--- config.mk ---
export PLATFORM = sky130hd
export DESIGN_NAME = queue_event_ctrl_flat
export DESIGN_NICKNAME = d
export VERILOG_FILES = /design/src/rtl/queue_event_ctrl_if.sv /design/src/rtl/queue_event_ctrl.sv /design/src/flat_wrapper.sv
export SDC_FILE = /design/constraint.sdc
export NUM_CORES = 1
export LEC_CHECK = 0
export ABC_CLOCK_PERIOD_IN_PS = 2600
export CORE_MARGIN = 10
export CORE_UTILIZATION = 55
export CTS_CLUSTER_DIAMETER = 40
export DETAILED_ROUTE_END_ITERATION = 10
export PLACE_DENSITY = 0.76
export SLEW_MARGIN = 5
export SYNTH_ARGS = -nofsm -noshare
export SYNTH_HDL_FRONTEND = slang
export SYNTH_SLANG_ARGS = --single-unit
--- constraint.sdc ---
create_clock -name clk -period 2.6 [get_ports clk]
set_input_delay 0.52 -clock clk [delete_from_list [all_inputs] [get_ports clk]]
set_output_delay 0.52 -clock clk [all_outputs]
set_load 0.01 [all_outputs]
--- src/rtl/queue_event_ctrl_if.sv ---
// queue_event_ctrl_if: raw bank-queue buttons in, dispatch pulses and status out.
// master drives buttons/tcount; slave (the controller) drives the rest.
interface queue_event_ctrl_if #(
  parameter int N_TELLERS = 3,
  parameter int TICKET_W  = 4
);

  logic                 arrive_btn;
  logic [N_TELLERS-1:0] next_btn;
  logic [1:0]           tcount;
  logic                 up;
  logic                 down;
  logic [2:0]           occupancy;
  logic [TICKET_W-1:0]  ticket_issued;
  logic [TICKET_W-1:0]  serving_ticket;
  logic [1:0]           serving_teller;
  logic                 reject;
  logic                 idle_call;

  modport master (
    output arrive_btn,
    output next_btn,
    output tcount,
    input  up,
    input  down,
    input  occupancy,
    input  ticket_issued,
    input  serving_ticket,
    input  serving_teller,
    input  reject,
    input  idle_call
  );

  modport slave (
    input  arrive_btn,
    input  next_btn,
    input  tcount,
    output up,
    output down,
    output occupancy,
    output ticket_issued,
    output serving_ticket,
    output serving_teller,
    output reject,
    output idle_call
  );

endinterface

--- src/rtl/queue_event_ctrl.sv ---
// queue_event_ctrl: sync/debounce/edge-detect buttons, arbitrate, emit up/down.
// Ports: clk, reset (sync, active high), bus (slave: buttons in, pulses/status out).
module queue_event_ctrl #(
  parameter int DEBOUNCE_CYCLES = 4,
  parameter int N_TELLERS       = 3,
  parameter int TICKET_W        = 4,
  parameter int DEPTH           = 7
) (
  input logic               clk,
  input logic               reset,
  queue_event_ctrl_if.slave bus
);

  // button index N_TELLERS is the arrival button
  localparam int NB = N_TELLERS + 1;
  localparam int SW = $clog2(NB);
  localparam int CW = (DEBOUNCE_CYCLES > 1) ? $clog2(DEBOUNCE_CYCLES) : 1;

  typedef enum logic [1:0] {
    S_IDLE,
    S_GRANT,
    S_GAP
  } state_t;

  state_t r_state;
  state_t w_state_nxt;

  logic [NB-1:0] w_raw;
  logic [NB-1:0] r_s1;
  logic [NB-1:0] r_s2;
  logic [NB-1:0] r_deb;
  logic [NB-1:0] r_deb_q;
  logic [CW-1:0] r_cnt [NB];
  logic [NB-1:0] r_pend;
  logic [NB-1:0] w_rise;
  logic [NB-1:0] w_clr;

  logic [SW-1:0] r_sel;
  logic [SW-1:0] r_last;
  logic [1:0]    r_skip;
  logic [SW-1:0] w_sel;
  logic [SW-1:0] w_idx;
  logic          w_sel_vld;

  logic [1:0]    w_tc;
  logic [NB-1:0] w_active;
  logic          w_is_arr;
  logic          w_full;
  logic          w_empty;

  logic          w_up;
  logic          w_down;
  logic          w_rej;
  logic          w_idle;

  logic                r_up;
  logic                r_down;
  logic                r_rej;
  logic                r_idle;
  logic [2:0]          r_occ;
  logic [TICKET_W-1:0] r_tiss;
  logic [TICKET_W-1:0] r_tsrv;
  logic [1:0]          r_steller;

  assign w_raw = {bus.arrive_btn, bus.next_btn};

  // input conditioning
  always_ff @(posedge clk) begin
    if (reset) begin
      r_s1    <= '0;
      r_s2    <= '0;
      r_deb   <= '0;
      r_deb_q <= '0;
      for (int b = 0; b < NB; b++) begin
        r_cnt[b] <= '0;
      end
    end else begin
      r_s1    <= w_raw;
      r_s2    <= r_s1;
      r_deb_q <= r_deb;
      for (int b = 0; b < NB; b++) begin
        if (r_s2[b] == r_deb[b]) begin
          r_cnt[b] <= '0;
        end else if (r_cnt[b] == CW'(DEBOUNCE_CYCLES - 1)) begin
          r_deb[b] <= r_s2[b];
          r_cnt[b] <= '0;
        end else begin
          r_cnt[b] <= r_cnt[b] + CW'(1);
        end
      end
    end
  end

  assign w_rise = r_deb & ~r_deb_q;

  // an edge on the button being granted merges into that grant
  assign w_clr = (r_state == S_GRANT) ? (NB'(1) << r_sel) : '0;

  always_ff @(posedge clk) begin
    if (reset) begin
      r_pend <= '0;
    end else begin
      r_pend <= (r_pend | w_rise) & ~w_clr;
    end
  end

  // arbitration: round-robin tellers, arrival only when no call,
  // unless arrival has already been passed over twice
  always_comb begin
    w_sel_vld = 1'b0;
    w_sel     = '0;
    w_idx     = '0;
    for (int i = 1; i <= N_TELLERS; i++) begin
      w_idx = SW'((int'(r_last) + i) % N_TELLERS);
      if (!w_sel_vld && r_pend[w_idx]) begin
        w_sel_vld = 1'b1;
        w_sel     = w_idx;
      end
    end
    if (r_pend[N_TELLERS] && (!w_sel_vld || r_skip == 2'd2)) begin
      w_sel_vld = 1'b1;
      w_sel     = SW'(N_TELLERS);
    end
  end

  always_ff @(posedge clk) begin
    if (reset) begin
      r_sel  <= '0;
      r_last <= SW'(N_TELLERS - 1);
      r_skip <= '0;
    end else if (r_state == S_IDLE && w_sel_vld) begin
      r_sel <= w_sel;
      if (w_sel == SW'(N_TELLERS)) begin
        r_skip <= '0;
      end else begin
        r_last <= w_sel;
        if (r_pend[N_TELLERS] && r_skip != 2'd2) begin
          r_skip <= r_skip + 2'd1;
        end
      end
    end
  end

  // FSM state register
  always_ff @(posedge clk) begin
    if (reset) begin
      r_state <= S_IDLE;
    end else begin
      r_state <= w_state_nxt;
    end
  end

  // FSM next state
  always_comb begin
    w_state_nxt = r_state;
    unique case (r_state)
      S_IDLE:  if (w_sel_vld) w_state_nxt = S_GRANT;
      S_GRANT: w_state_nxt = S_GAP;
      S_GAP:   w_state_nxt = S_IDLE;
      default: w_state_nxt = S_IDLE;
    endcase
  end

  // teller i+1 active iff i < tcount, tcount 0 read as 1
  assign w_tc = (bus.tcount == 2'd0) ? 2'd1 : bus.tcount;

  always_comb begin
    w_active = '0;
    for (int i = 0; i < N_TELLERS; i++) begin
      w_active[i] = (i < int'(w_tc));
    end
  end

  assign w_is_arr = (r_sel == SW'(N_TELLERS));
  assign w_full   = (r_occ == 3'(DEPTH));
  assign w_empty  = (r_occ == 3'd0);

  // FSM outputs: exactly one action in GRANT
  always_comb begin
    w_up   = 1'b0;
    w_down = 1'b0;
    w_rej  = 1'b0;
    w_idle = 1'b0;
    if (r_state == S_GRANT) begin
      unique case (1'b1)
        w_is_arr && w_full:                    w_rej  = 1'b1;
        w_is_arr && !w_full:                   w_up   = 1'b1;
        !w_is_arr && w_active[r_sel] && w_empty:  w_idle = 1'b1;
        !w_is_arr && w_active[r_sel] && !w_empty: w_down = 1'b1;
        default: ;
      endcase
    end
  end

  // registered outputs and queue/ticket state
  always_ff @(posedge clk) begin
    if (reset) begin
      r_up      <= 1'b0;
      r_down    <= 1'b0;
      r_rej     <= 1'b0;
      r_idle    <= 1'b0;
      r_occ     <= '0;
      r_tiss    <= '0;
      r_tsrv    <= '0;
      r_steller <= '0;
    end else begin
      r_up   <= w_up;
      r_down <= w_down;
      r_rej  <= w_rej;
      r_idle <= w_idle;
      if (w_up) begin
        r_occ  <= r_occ + 3'd1;
        r_tiss <= r_tiss + TICKET_W'(1);
      end
      if (w_down) begin
        r_occ     <= r_occ - 3'd1;
        r_tsrv    <= r_tsrv + TICKET_W'(1);
        r_steller <= 2'(r_sel) + 2'd1;
      end
    end
  end

  assign bus.up             = r_up;
  assign bus.down           = r_down;
  assign bus.reject         = r_rej;
  assign bus.idle_call      = r_idle;
  assign bus.occupancy      = r_occ;
  assign bus.ticket_issued  = r_tiss;
  assign bus.serving_ticket = r_tsrv;
  assign bus.serving_teller = r_steller;

endmodule

--- src/flat_wrapper.sv ---
// flat-port wrapper written by rule: the top's interface ports become plain ports
module queue_event_ctrl_flat 
#(
  parameter int DEBOUNCE_CYCLES = 4,
  parameter int N_TELLERS       = 3,
  parameter int TICKET_W        = 4,
  parameter int DEPTH           = 7
)
  (clk, reset, bus_arrive_btn, bus_next_btn, bus_tcount, bus_up, bus_down, bus_occupancy, bus_ticket_issued, bus_serving_ticket, bus_serving_teller, bus_reject, bus_idle_call);
  queue_event_ctrl_if #(.N_TELLERS(N_TELLERS), .TICKET_W(TICKET_W)) bus_i ();
  input logic clk;
  input logic reset;
  input wire logic [$bits(bus_i.arrive_btn)-1:0] bus_arrive_btn;
  input wire logic [$bits(bus_i.next_btn)-1:0] bus_next_btn;
  input wire logic [$bits(bus_i.tcount)-1:0] bus_tcount;
  output wire logic [$bits(bus_i.up)-1:0] bus_up;
  output wire logic [$bits(bus_i.down)-1:0] bus_down;
  output wire logic [$bits(bus_i.occupancy)-1:0] bus_occupancy;
  output wire logic [$bits(bus_i.ticket_issued)-1:0] bus_ticket_issued;
  output wire logic [$bits(bus_i.serving_ticket)-1:0] bus_serving_ticket;
  output wire logic [$bits(bus_i.serving_teller)-1:0] bus_serving_teller;
  output wire logic [$bits(bus_i.reject)-1:0] bus_reject;
  output wire logic [$bits(bus_i.idle_call)-1:0] bus_idle_call;
  assign bus_i.arrive_btn = bus_arrive_btn;
  assign bus_i.next_btn = bus_next_btn;
  assign bus_i.tcount = bus_tcount;
  assign bus_up = bus_i.up;
  assign bus_down = bus_i.down;
  assign bus_occupancy = bus_i.occupancy;
  assign bus_ticket_issued = bus_i.ticket_issued;
  assign bus_serving_ticket = bus_i.serving_ticket;
  assign bus_serving_teller = bus_i.serving_teller;
  assign bus_reject = bus_i.reject;
  assign bus_idle_call = bus_i.idle_call;
  queue_event_ctrl #(.DEBOUNCE_CYCLES(DEBOUNCE_CYCLES), .N_TELLERS(N_TELLERS), .TICKET_W(TICKET_W), .DEPTH(DEPTH)) u_core (.clk(clk), .reset(reset), .bus(bus_i));
endmodule
Word level (Yosys, flattened, before mapping)
Memory sizes are Yosys's and may differ from the RTL's.
Index checks and enable logic that the tools add are counted.

operators by class
  bitwise logic cells = 23
  divide/modulo/power cells = 3
  multiplexer cells = 88
  magnitude comparators = 7
  shift operators = 1
  equal/unequal tests = 15
  reduce and logical (&&, ||, !) cells = 29
  add/subtract/negate cells = 13

operator list
  kind                                                                      number
  32-bit by 3-bit remainder unit with 32-bit output, second input constant  3
  1-bit 2-to-1 mux                                                          60
  2-bit 2-to-1 mux                                                          20
  2-bit == test, second input constant                                      7
  2-bit by 1-bit adder with 2-bit output, second input constant             6
  2-bit by 3-bit < comparator with 1-bit output, second input constant      4
  1-bit bitwise OR                                                          12
  2-bit AND reduction                                                       6
  1-bit logical AND                                                         10
  4-bit by 1-bit adder with 4-bit output, second input constant             2
  4-bit AND                                                                 2
  1-bit binary-select mux with 2-bit select                                 4
  4-bit NOT                                                                 2
  2-bit by 2-bit adder with 3-bit output, second input constant             2
  1-bit logical NOT                                                         6
  3-bit 2-to-1 mux                                                          2
  1-bit NOT                                                                 6
  1-bit == test                                                             4
  2-bit logical NOT                                                         2
  1-bit by 2-bit < comparator with 1-bit output, first input constant       2
  4-bit 2-to-1 mux                                                          1
  4-bit bitwise OR                                                          1
  2-bit case mux with 2 select lines                                        1
  2-bit nonzero test                                                        2
  other kinds (12)                                                          12

word-level totals
  memories kept = 1
  memory bits (writable) = 8
  word-level logic and storage cells = 200
  input port bits = 8
  register bits = 45

memories
  name          depth  bits a word  read ports  clocked after Yosys merged registers in  wr ports  line                    source
  u_core.r_cnt  4      2            4           0                                        4         queue_event_ctrl.sv:33  logic [CW-1:0] r_cnt [NB];

Longest topological paths before layout
Gate-level depths: netlist of the first run.

  depth in word-level cells = 18
  mapped depth = 8
  mapped depth without buffers = 8

Least setup slack after synthesis of the first run
OpenSTA, ideal clock, no wires.

  kind = register -> register
  start point = reg u_core.r_last[0]
  end point = reg u_core.r_last[1]
  period minus slack after synthesis = 2.192 ns
  arrival time = 2.066 ns
  slack = 0.408 ns
  cell stages (with the launch flop) = 9
  buffers on the path = 1
  required time = 2.473 ns
  path through = dfxtp_1 inv_1 ha_1 buf_6 mux4_2 or3_1 and3_4 a21oi_1 o21bai_1

on the way
  word-level cells in the longest chain between the ends = 18
  elaborated cells on any way between the ends = 31
  classes of those cells = add/sub: 3; div: 3; eq/ne: 1; mux: 14; bitwise: 1; reduce/logical: 9

ends and longest elaborated chain
  what                                               line                     source
  from (decl)                                        queue_event_ctrl.sv:39   logic [SW-1:0] r_last;
  from (signal assigned)                             queue_event_ctrl.sv:129  r_last <= SW'(N_TELLERS - 1);
  from (signal assigned)                             queue_event_ctrl.sv:136  r_last <= w_sel;
  2-bit by 1-bit adder with 3-bit output             queue_event_ctrl.sv:114  w_idx = SW'((int'(r_last) + i) % N_TELLERS);
  32-bit by 3-bit remainder unit with 32-bit output  queue_event_ctrl.sv:114
  1-bit binary-select mux with 2-bit select          queue_event_ctrl.sv:115  if (!w_sel_vld && r_pend[w_idx]) begin
  1-bit 2-to-1 mux (not written as such)             queue_event_ctrl.sv:115
  1-bit 2-to-1 mux                                   queue_event_ctrl.sv:115
  1-bit logical NOT                                  queue_event_ctrl.sv:115
  1-bit logical AND                                  queue_event_ctrl.sv:115
  1-bit 2-to-1 mux                                   queue_event_ctrl.sv:115
  (+2 left out)                                      --
  1-bit 2-to-1 mux                                   queue_event_ctrl.sv:115
  1-bit logical NOT                                  queue_event_ctrl.sv:120  if (r_pend[N_TELLERS] && (!w_sel_vld || r_skip == 2'd2)) begin
  1-bit logical OR                                   queue_event_ctrl.sv:120
  1-bit logical AND                                  queue_event_ctrl.sv:120
  2-bit 2-to-1 mux                                   queue_event_ctrl.sv:120
  2-bit == test                                      queue_event_ctrl.sv:133  if (w_sel == SW'(N_TELLERS)) begin
  1-bit NOT (no source line)                         --
  2-bit AND reduction (no source line)               --

Parallel ways exist; a longest one is shown, timed or not. The select of a mux whose other input is x is not followed.
A chain may end at the register's enable or synchronous reset.

Worst setup path after layout of the first run
Same ends and word-level chain as after synthesis.

==> metrics, run 1 <==
outcome completed; Post-synth EDFFs 8; drt drc 0; Final Max Slew Viols 0; total core area 4090 sq um; CTS tree yes; Main synth FF type dfxtp_1; # diodes 0; nets@finish 294; vias 1,685; Routability Congestion 0.844; io pins 25; Netlist Area Pre-Place 2380 sq um; final setup vio count 0; Comb power frac 0.070; hold violation count in the final report 0; Ys Warns 0; largest net degree at the start of global routing 18; Post-CTS Hold Buffers 0; global-route wire length before repair 7.18 mm; fmax 439 MHz; fin crit period 2.28 ns; top post-synthesis cells by area dfxtp_1, edfxtp_1, ha_1, nor2_1, nor2b_1; Data required, critical path 2.79 ns; crit path from u_core.r_last[0]; critical path startpoint category flip-flop; Num CTS Buffers 5; initial core utilization 0.583; drt total wl 4.14 mm; share of cells above drive strength 1 0.0886; clock root buffer clkbuf_8; switching share of power 0.231; flops & latches, synth 53; initial antenna violation count 0; RSZ-0062 raised after global routing no; top cell type's share of synthesized area 0.378; setup_tns 0 ns; post-cts gate resize count 0; final period utilization 0.876; die height 85.8 um; die area 7360 sq um; Clock Skew 0.00272 ns; CTS sink cnt 53; leading area contributor after synthesis dfxtp_1; Least-Margin Pin Slew 0.612 ns; IO buf count 24; P per Cell Area 504 nW/um^2; Gate Count Post-Synth 234; Hold Path Class flip-flop to flip-flop; Post-CTS Setup Bufs 0; worst hold slack 0.451 ns; Longest Clk Path Bufs 2; vias per cell 5.25; Total GRT Usage 0.117; Critical R2R Launch u_core.r_last[0]; fraction of registers with async set/reset 0; drt wl/cell 12.9 um; min-delay src u_core.r_s1[0]; max_cap viols 0; GRT Residual Overflow 0; vias in the first global route 1,641; clk slew on worst S/H paths 0.09 ns; Avg Cell Area, Syn 10.2 sq um; max_slew headroom 0.591; Die Wd 85.8 um; clock share of power 0.321; insertion delay to the later sink of the worst-skew pair 0.30 ns; HPWL Detailed 3.11 mm; Post-DRT Antenna Nets 0; Leak Pwr 1.13 nW; post-synth cell types 45; initial drt markers 48; H-tree Lvls 2; Max VDD drop 0.358 mV; CP endpoint kind flip-flop; Seq/Total Area, Yosys 0.479; sw power 328 uW; WS Path Type flip-flop to flip-flop; Pint 1.09 mW; Area growth syn-to-layout 18.1%; 1st-pass router iterations 4; Crit path arrival time 2.46 ns; # rows 23; sequential share of power 0.609; CP max FO 4
-- per-layer routing --
metal / GRT usage / share of wire
met5: 0 / 0
met4: 0.0479 / 0.013
met3: 0.0445 / 0.053
met2: 0.194 / 0.48
met1: 0.130 / 0.46
-- critical path, stage by stage, from the launching register on --
cell and delay, ns:
dfxtp_1 0.39, inv_1 0.09, ha_1 0.32, mux4_2 0.51
or3_1 0.44, and3_4 0.18, a21oi_1 0.16, o21bai_1 0.07
-- sequential cells by signal, summed over array words and instances (netlist names) --
| register | flops |
|---|---|
| u_core.bus.down | 1 |
| u_core.bus.occupancy | 3 |
| u_core.bus.reject | 1 |
| u_core.r_s2 | 4 |
| u_core.r_deb_q | 4 |
| u_core.bus.ticket_issued | 4 |
| u_core.r_s1 | 4 |
| u_core.bus.idle_call | 1 |
| u_core.r_sel | 2 |
| u_core.r_last | 2 |
| u_core.r_state | 2 |
| u_core.r_pend | 4 |
| u_core.r_cnt | 8 |
| u_core.bus.serving_ticket | 4 |
| u_core.r_skip | 2 |
| u_core.bus.serving_teller | 2 |
| u_core.bus.up | 1 |
| u_core.r_deb | 4 |
-- cell families (layout without fill, tap and decap cells) --
group | count (synthesis) | after routing | share of synthesized area
compound gates | 33 | 33 | 0.0993
other cells | 1 | 8 | 0.00157
xor+xnor | 11 | 11 | 0.0405
flops | 53 | 53 | 0.479
simple gates | 81 | 81 | 0.170
mux | 15 | 15 | 0.0804
fa+ha+maj | 16 | 16 | 0.0872
buf+inv | 24 | 54 | 0.0415
-- layout make-up --
cell class                 instances  area [sq um]
sequential                        53          1140
clock buffer                       5          68.8
timing repair buffer              31           293
tap                               50          62.6
inverter                          15          56.3
fill                             335          1270
multi-input combinational        164          1170
clock inverter                     3          22.5
-- cell usage after synthesis (2+ instances only) --
master    number
nor3_1         6
nand2_1       10
nor2b_1       17
o21a_1         3
o41ai_1        2
xnor2_1        6
nand3_1        3
dfxtp_1       45
clkbuf_1       6
edfxtp_1       8
a21oi_1        7
and3_1         2
a211oi_1       4
nor2_1        30
ha_1          15
a31oi_1        2
or3_1          6
xor2_1         5
nand4_1        2
mux2i_1        9
inv_1         15
o21ai_0        4
mux4_2         3
mux2_2         3
-- through the flow --
| step | instance area, sq um | total power, mW | setup slack (ns) | cells | utilization |
|---|---|---|---|---|---|
| 2_1_floorplan | 2410 | 0.949 | 0.408 | 241 | - |
| 3_3_place_gp | 2720 | 0.979 | 0.288 | 313 | 0.666 |
| 3_5_place_dp | 2720 | 0.982 | 0.241 | 313 | 0.666 |
| 4_1_cts | 2810 | 1.43 | 0.317 | 321 | 0.688 |
| 5_1_grt | 2810 | 1.47 | 0.152 | 321 | 0.688 |
| 6_report | 2810 | 1.42 | 0.322 | 321 | 0.688 |
-- power by group through the flow --
| stage | Sequential, mW | Clock [mW] | Combinational (mW) |
|---|---|---|---|
| final | 0.863 | 0.456 | 0.0993 |
| after global routing | 0.866 | 0.491 | 0.112 |
| after CTS | 0.864 | 0.470 | 0.100 |
| after detailed placement | 0.883 | 0 | 0.0999 |
| after global placement | 0.882 | 0 | 0.0975 |
| after floorplan | 0.877 | 0 | 0.0717 |
-- final timing paths --
check	end	slack, ns	cells past startpoint
hold / removal	u_core.r_s2[0]	0.45	1
setup reg to reg	u_core.r_last[1]	0.32	7
hold reg to reg	u_core.r_s2[0]	0.45	1
setup / recovery	u_core.r_last[1]	0.32	7
-- placed cells by master, fill, tap and decap left out, types with 3 or more instances in the layout --
cell type	instances
inv_1	15
o21a_1	3
a21oi_1	7
conb_1	8
nor2_1	30
mux2i_1	9
nand3_1	3
or3_1	6
nor3_1	6
clkdlybuf4s50_1	24
clkbuf_8	5
xor2_1	5
mux2_2	3
ha_1	15
nand2_1	10
dfxtp_1	45
xnor2_1	6
nor2b_1	17
a211oi_1	4
o21ai_0	4
edfxtp_1	8
mux4_2	3
buf_4	7
Power figures use the tool's default switching activity.
==> run 2: changes to the inputs <==
--- a/config.mk
+++ b/config.mk
@@ -8,9 +8,9 @@
 export ABC_CLOCK_PERIOD_IN_PS = 2600
 export CORE_MARGIN = 10
 export CORE_UTILIZATION = 55
-export CTS_CLUSTER_DIAMETER = 40
+export CTS_CLUSTER_DIAMETER = 50
 export DETAILED_ROUTE_END_ITERATION = 10
-export PLACE_DENSITY = 0.76
+export PLACE_DENSITY_LB_ADDON = 0.2
 export SLEW_MARGIN = 5
 export SYNTH_ARGS = -nofsm -noshare
 export SYNTH_HDL_FRONTEND = slang
==> run 2 against run 1 <==
Compared with the run above: clock skew grew 0.0066 ns; critical path depth is the same; via count shrank 2.6%; flip-flop and latch count is the same; worst setup slack lost 0.041 ns; critical path type unchanged; critical endpoint is now u_core.r_sel[0]; largest power group unchanged.
==> metrics, run 2 (synthesis gave the netlist of run 1 again) <==
insertion delay to the later sink of the worst-skew pair 0.31 ns; outcome completed; Final Max Slew Viols 0; Clock Skew 0.00932 ns; nets@finish 292; HPWL Detailed 3.13 mm; worst min-delay path endpoint u_core.r_s2[2]; reg-to-reg slack, setup 0.28 ns; number of flip-flops in the largest register 8; Post-CTS Setup Bufs 0; setup_tns 0 ns; Routability Congestion 0.849; Post-CTS Hold Buffers 0; Leak Pwr 1.11 nW; Data required, critical path 2.86 ns; Longest Clk Path Bufs 2; 1st-pass router iterations 6; # diodes 0; multi-input logic area 1170 sq um; RR Endpoint u_core.r_sel[0]; WS Path Type flip-flop to flip-flop; min-delay src u_core.r_s1[2]; r2r worst-path depth 7; total core area 4090 sq um; critical path startpoint category flip-flop; largest net degree at the start of global routing 24; Hold Path Cell Cnt 1; final period utilization 0.892; fillers 326; GRT Residual Overflow 0; IO buf count 24; Total GRT Usage 0.122; RSZ-0062 raised after global routing no; vias 1,641; CTS tree yes; max_cap viols 0; CP endpoint kind flip-flop; final setup vio count 0; drt wl/cell 13.1 um; most frequent cells in the layout dfxtp_1, nor2_1, clkdlybuf4s50_1; Hold Path Class flip-flop to flip-flop; Area growth syn-to-layout 17.3%; fmax 431 MHz; Most flops, register u_core.r_cnt; CP max FO 4; vias in the first global route 1,768; initial drt markers 65; hold violation count in the final report 0; clk slew on worst S/H paths 0.09 ns; Num CTS Buffers 5; fin crit period 2.32 ns; commonest non-fill, non-tap cell in the layout dfxtp_1; global-route wire length before repair 7.47 mm; die height 85.8 um; die area 7360 sq um; Critical R2R Launch u_core.r_last[0]; drt total wl 4.18 mm; Post-DRT Antenna Nets 0; Crit path arrival time 2.57 ns; total power 1.41 mW; Die Wd 85.8 um; io pins 25; share of cells above drive strength 1 0.0781; vias per cell 5.14; clock root buffer clkbuf_8; # rows 23; initial antenna violation count 0; drt drc 0; initial core utilization 0.583; H-tree Lvls 2; CTS sink cnt 53; post-cts gate resize count 0; storage element area 1140 sq um; P per Cell Area 507 nW/um^2; Max VDD drop 0.367 mV
==> run 2: per-stage QoR <==
stage | worst slack [ns] | std cells | utilization | hold WS [ns] | cell area [sq um]
floorplan | 0.408 | 241 | - | 0.414 | 2410
global placement | 0.275 | 311 | 0.662 | 0.420 | 2710
detailed placement | 0.226 | 311 | 0.662 | 0.426 | 2710
CTS | 0.283 | 319 | 0.683 | 0.448 | 2790
global route | 0.154 | 319 | 0.683 | 0.463 | 2790
finish | 0.281 | 319 | 0.683 | 0.447 | 2790
==> run 2: per-layer routing <==
metal  vias to the layer above  GRT usage  wire length, um
met3                         7     0.0501              228
li1                        857          -                -
met4                         0     0.0509               73
met1                       755      0.129             1840
met2                        22      0.208             2040
met5                         -          0                0
==> run 2: cell type report <==
class	count	area share
Clock buffer	6	0.0260
Multi-Input combinational cell	164	0.418
Inverter	15	0.0202
Timing Repair Buffer	29	0.0995
Sequential cell	53	0.409
Clock inverter	2	0.00538
Tap cell	50	0.0224
==> run 2: power breakdown <==
part	internal, mW	switching, mW
registers	0.849	0.0143
logic	0.0475	0.0497
clock network	0.190	0.264
total	1.09	0.328
==> run 2: how the worst max path moves through the flow <==
| stage | from | end | cells past startpoint |
|---|---|---|---|
| finish | u_core.r_last[0] | u_core.r_sel[0] | 7 |
| global route | u_core.r_last[0] | u_core.r_skip[1] | 7 |
| CTS | u_core.r_last[0] | u_core.r_skip[0] | 7 |
| detailed placement | bus_tcount[1] | u_core.bus.occupancy[2] | 9 |
| global placement | bus_tcount[1] | u_core.bus.occupancy[2] | 9 |
| floorplan | u_core.r_last[0] | u_core.r_last[1] | 8 |
==> run 2: worst max-delay path, stage by stage, from the launching register on <==
cell	delay (ns)
dfxtp_1	0.42
inv_1	0.09
ha_1	0.33
mux4_2	0.52
or3_1	0.44
and3_4	0.18
a21oi_2	0.16
o21a_1	0.13
==> run 3: changes to the inputs <==
--- a/config.mk
+++ b/config.mk
@@ -10,7 +10,7 @@
 export CORE_UTILIZATION = 55
 export CTS_CLUSTER_DIAMETER = 50
 export DETAILED_ROUTE_END_ITERATION = 10
-export PLACE_DENSITY_LB_ADDON = 0.2
+export PLACE_DENSITY = 0.85
 export SLEW_MARGIN = 5
 export SYNTH_ARGS = -nofsm -noshare
 export SYNTH_HDL_FRONTEND = slang
==> run 3 against run 2 <==
Compared with the run above: critical path depth unchanged; clock skew shrank 0.0033 ns; hold slack lost 0.0019 ns; flip-flop and latch count unchanged; critical path type unchanged; global-route usage up 0.066 points; register-to-register slack improved by 0.02 ns; power grew 0.31%; fmax grew 1.1%; via count rose by 2.7%; cell count shrank 0.31%; sequential share of layout area down 0.055 points; largest power group unchanged; clock-buffer cell count is the same.
==> metrics, run 3 (synthesis gave the netlist of run 1 again) <==
outcome completed; Data required, critical path 2.80 ns; vias 1,686; global-route wire length before repair 7.42 mm; end of the critical path u_core.r_skip[1]; fmax 436 MHz; Critical R2R Launch u_core.r_last[0]; insertion delay to the later sink of the worst-skew pair 0.31 ns; CTS sink cnt 53; Final Max Slew Viols 0; Routability Congestion 0.819; initial core utilization 0.583; # rows 23; clock root buffer clkbuf_8; post-cts gate resize count 0; hold violation count in the final report 0; RSZ-0062 raised after global routing no; CP endpoint kind flip-flop; Hold Path Class flip-flop to flip-flop; vias per cell 5.30; P per Cell Area 508 nW/um^2; share of cells above drive strength 1 0.0746; initial antenna violation count 0; Post-CTS Hold Buffers 0; Post-CTS Setup Bufs 0; H-tree Lvls 2; Leak Pwr 1.12 nW; max_cap viols 0; Longest Clk Path Bufs 2; Max VDD drop 0.374 mV; CTS tree yes; CP max FO 4; number of flip-flops in the largest register 8; crit path from u_core.r_last[0]; setup_tns 0 ns; drt wl/cell 13.7 um; initial drt markers 87; final period utilization 0.882; Clock Skew 0.00604 ns; Die Wd 85.8 um; WS Path Type flip-flop to flip-flop; drt drc 0; Post-DRT Antenna Nets 0; die area 7360 sq um; io pins 25; Total GRT Usage 0.122; largest net degree at the start of global routing 47; Area growth syn-to-layout 17.4%; Crit path arrival time 2.49 ns; RR Endpoint u_core.r_skip[1]; r2r worst-path depth 7; # diodes 0; total core area 4090 sq um; Num CTS Buffers 5; 1st-pass router iterations 4; final setup vio count 0; commonest non-fill, non-tap cell in the layout dfxtp_1; placed cell area 2710 sq um; drt total wl 4.36 mm; final instance area 2800 sq um; clk slew on worst S/H paths 0.09 ns; reg-to-reg slack, setup 0.31 ns; vias in the first global route 1,695; Core Util, Final 0.684; HPWL Detailed 3.25 mm; GRT Residual Overflow 0; fin crit period 2.29 ns; nets@finish 291; critical path startpoint category flip-flop; IO buf count 24; die height 85.8 um; Most flops, register u_core.r_cnt; most frequent cells in the layout dfxtp_1, nor2_1, clkdlybuf4s50_1
run 3: worst min-delay path by stage:
stage / startpoint / end / slack (ns) / depth (start not counted)
after floorplan: u_core.r_s1[0] / u_core.r_s2[0] / 0.41 / 1
after global placement: u_core.r_s1[2] / u_core.r_s2[2] / 0.42 / 1
after detailed placement: u_core.r_s1[2] / u_core.r_s2[2] / 0.42 / 1
after CTS: u_core.r_s1[1] / u_core.r_s2[1] / 0.45 / 1
after global routing: u_core.r_s1[2] / u_core.r_s2[2] / 0.47 / 1
final: u_core.r_s1[1] / u_core.r_s2[1] / 0.45 / 1
run 3: metrics by stage:
step                std cells  hold slack, ns  total power, mW  setup slack [ns]
finish                    318           0.446             1.42             0.306
global route              318           0.469             1.48             0.173
CTS                       318           0.449             1.44             0.274
detailed placement        310           0.425            0.982             0.228
global placement          310           0.419            0.977             0.280
floorplan                 241           0.414            0.949             0.408
run 3: report_power, final:
part | total [mW] | internal [mW] | switching, mW
logic | 0.0988 | 0.0487 | 0.0502
registers | 0.863 | 0.849 | 0.0139
clock network | 0.458 | 0.192 | 0.265
total | 1.42 | 1.09 | 0.329
run 3: layer usage:
metal  share of wire  up-vias  global-route usage
met5               0        -                   0
met4           0.014        0              0.0494
met3           0.080        6              0.0634
met2            0.47       36               0.198
met1            0.44      782               0.131
li1                -      862                   -
run 3: area by class of cell:
type	instances	area [sq um]
tap	50	62.6
clock buffer	6	72.6
inverter	15	56.3
sequential	53	1140
fill	317	1290
multi-input combinational	164	1170
clock inverter	2	13.8
timing repair buffer	28	283
run 3: worst max-delay path, cell delays in order (launching register included):
cell and delay, ns:
dfxtp_1 0.38, inv_1 0.08, ha_1 0.32, mux4_2 0.51, a21o_1 0.18, o22ai_2 0.18, o21ba_1 0.20, o41ai_1 0.34
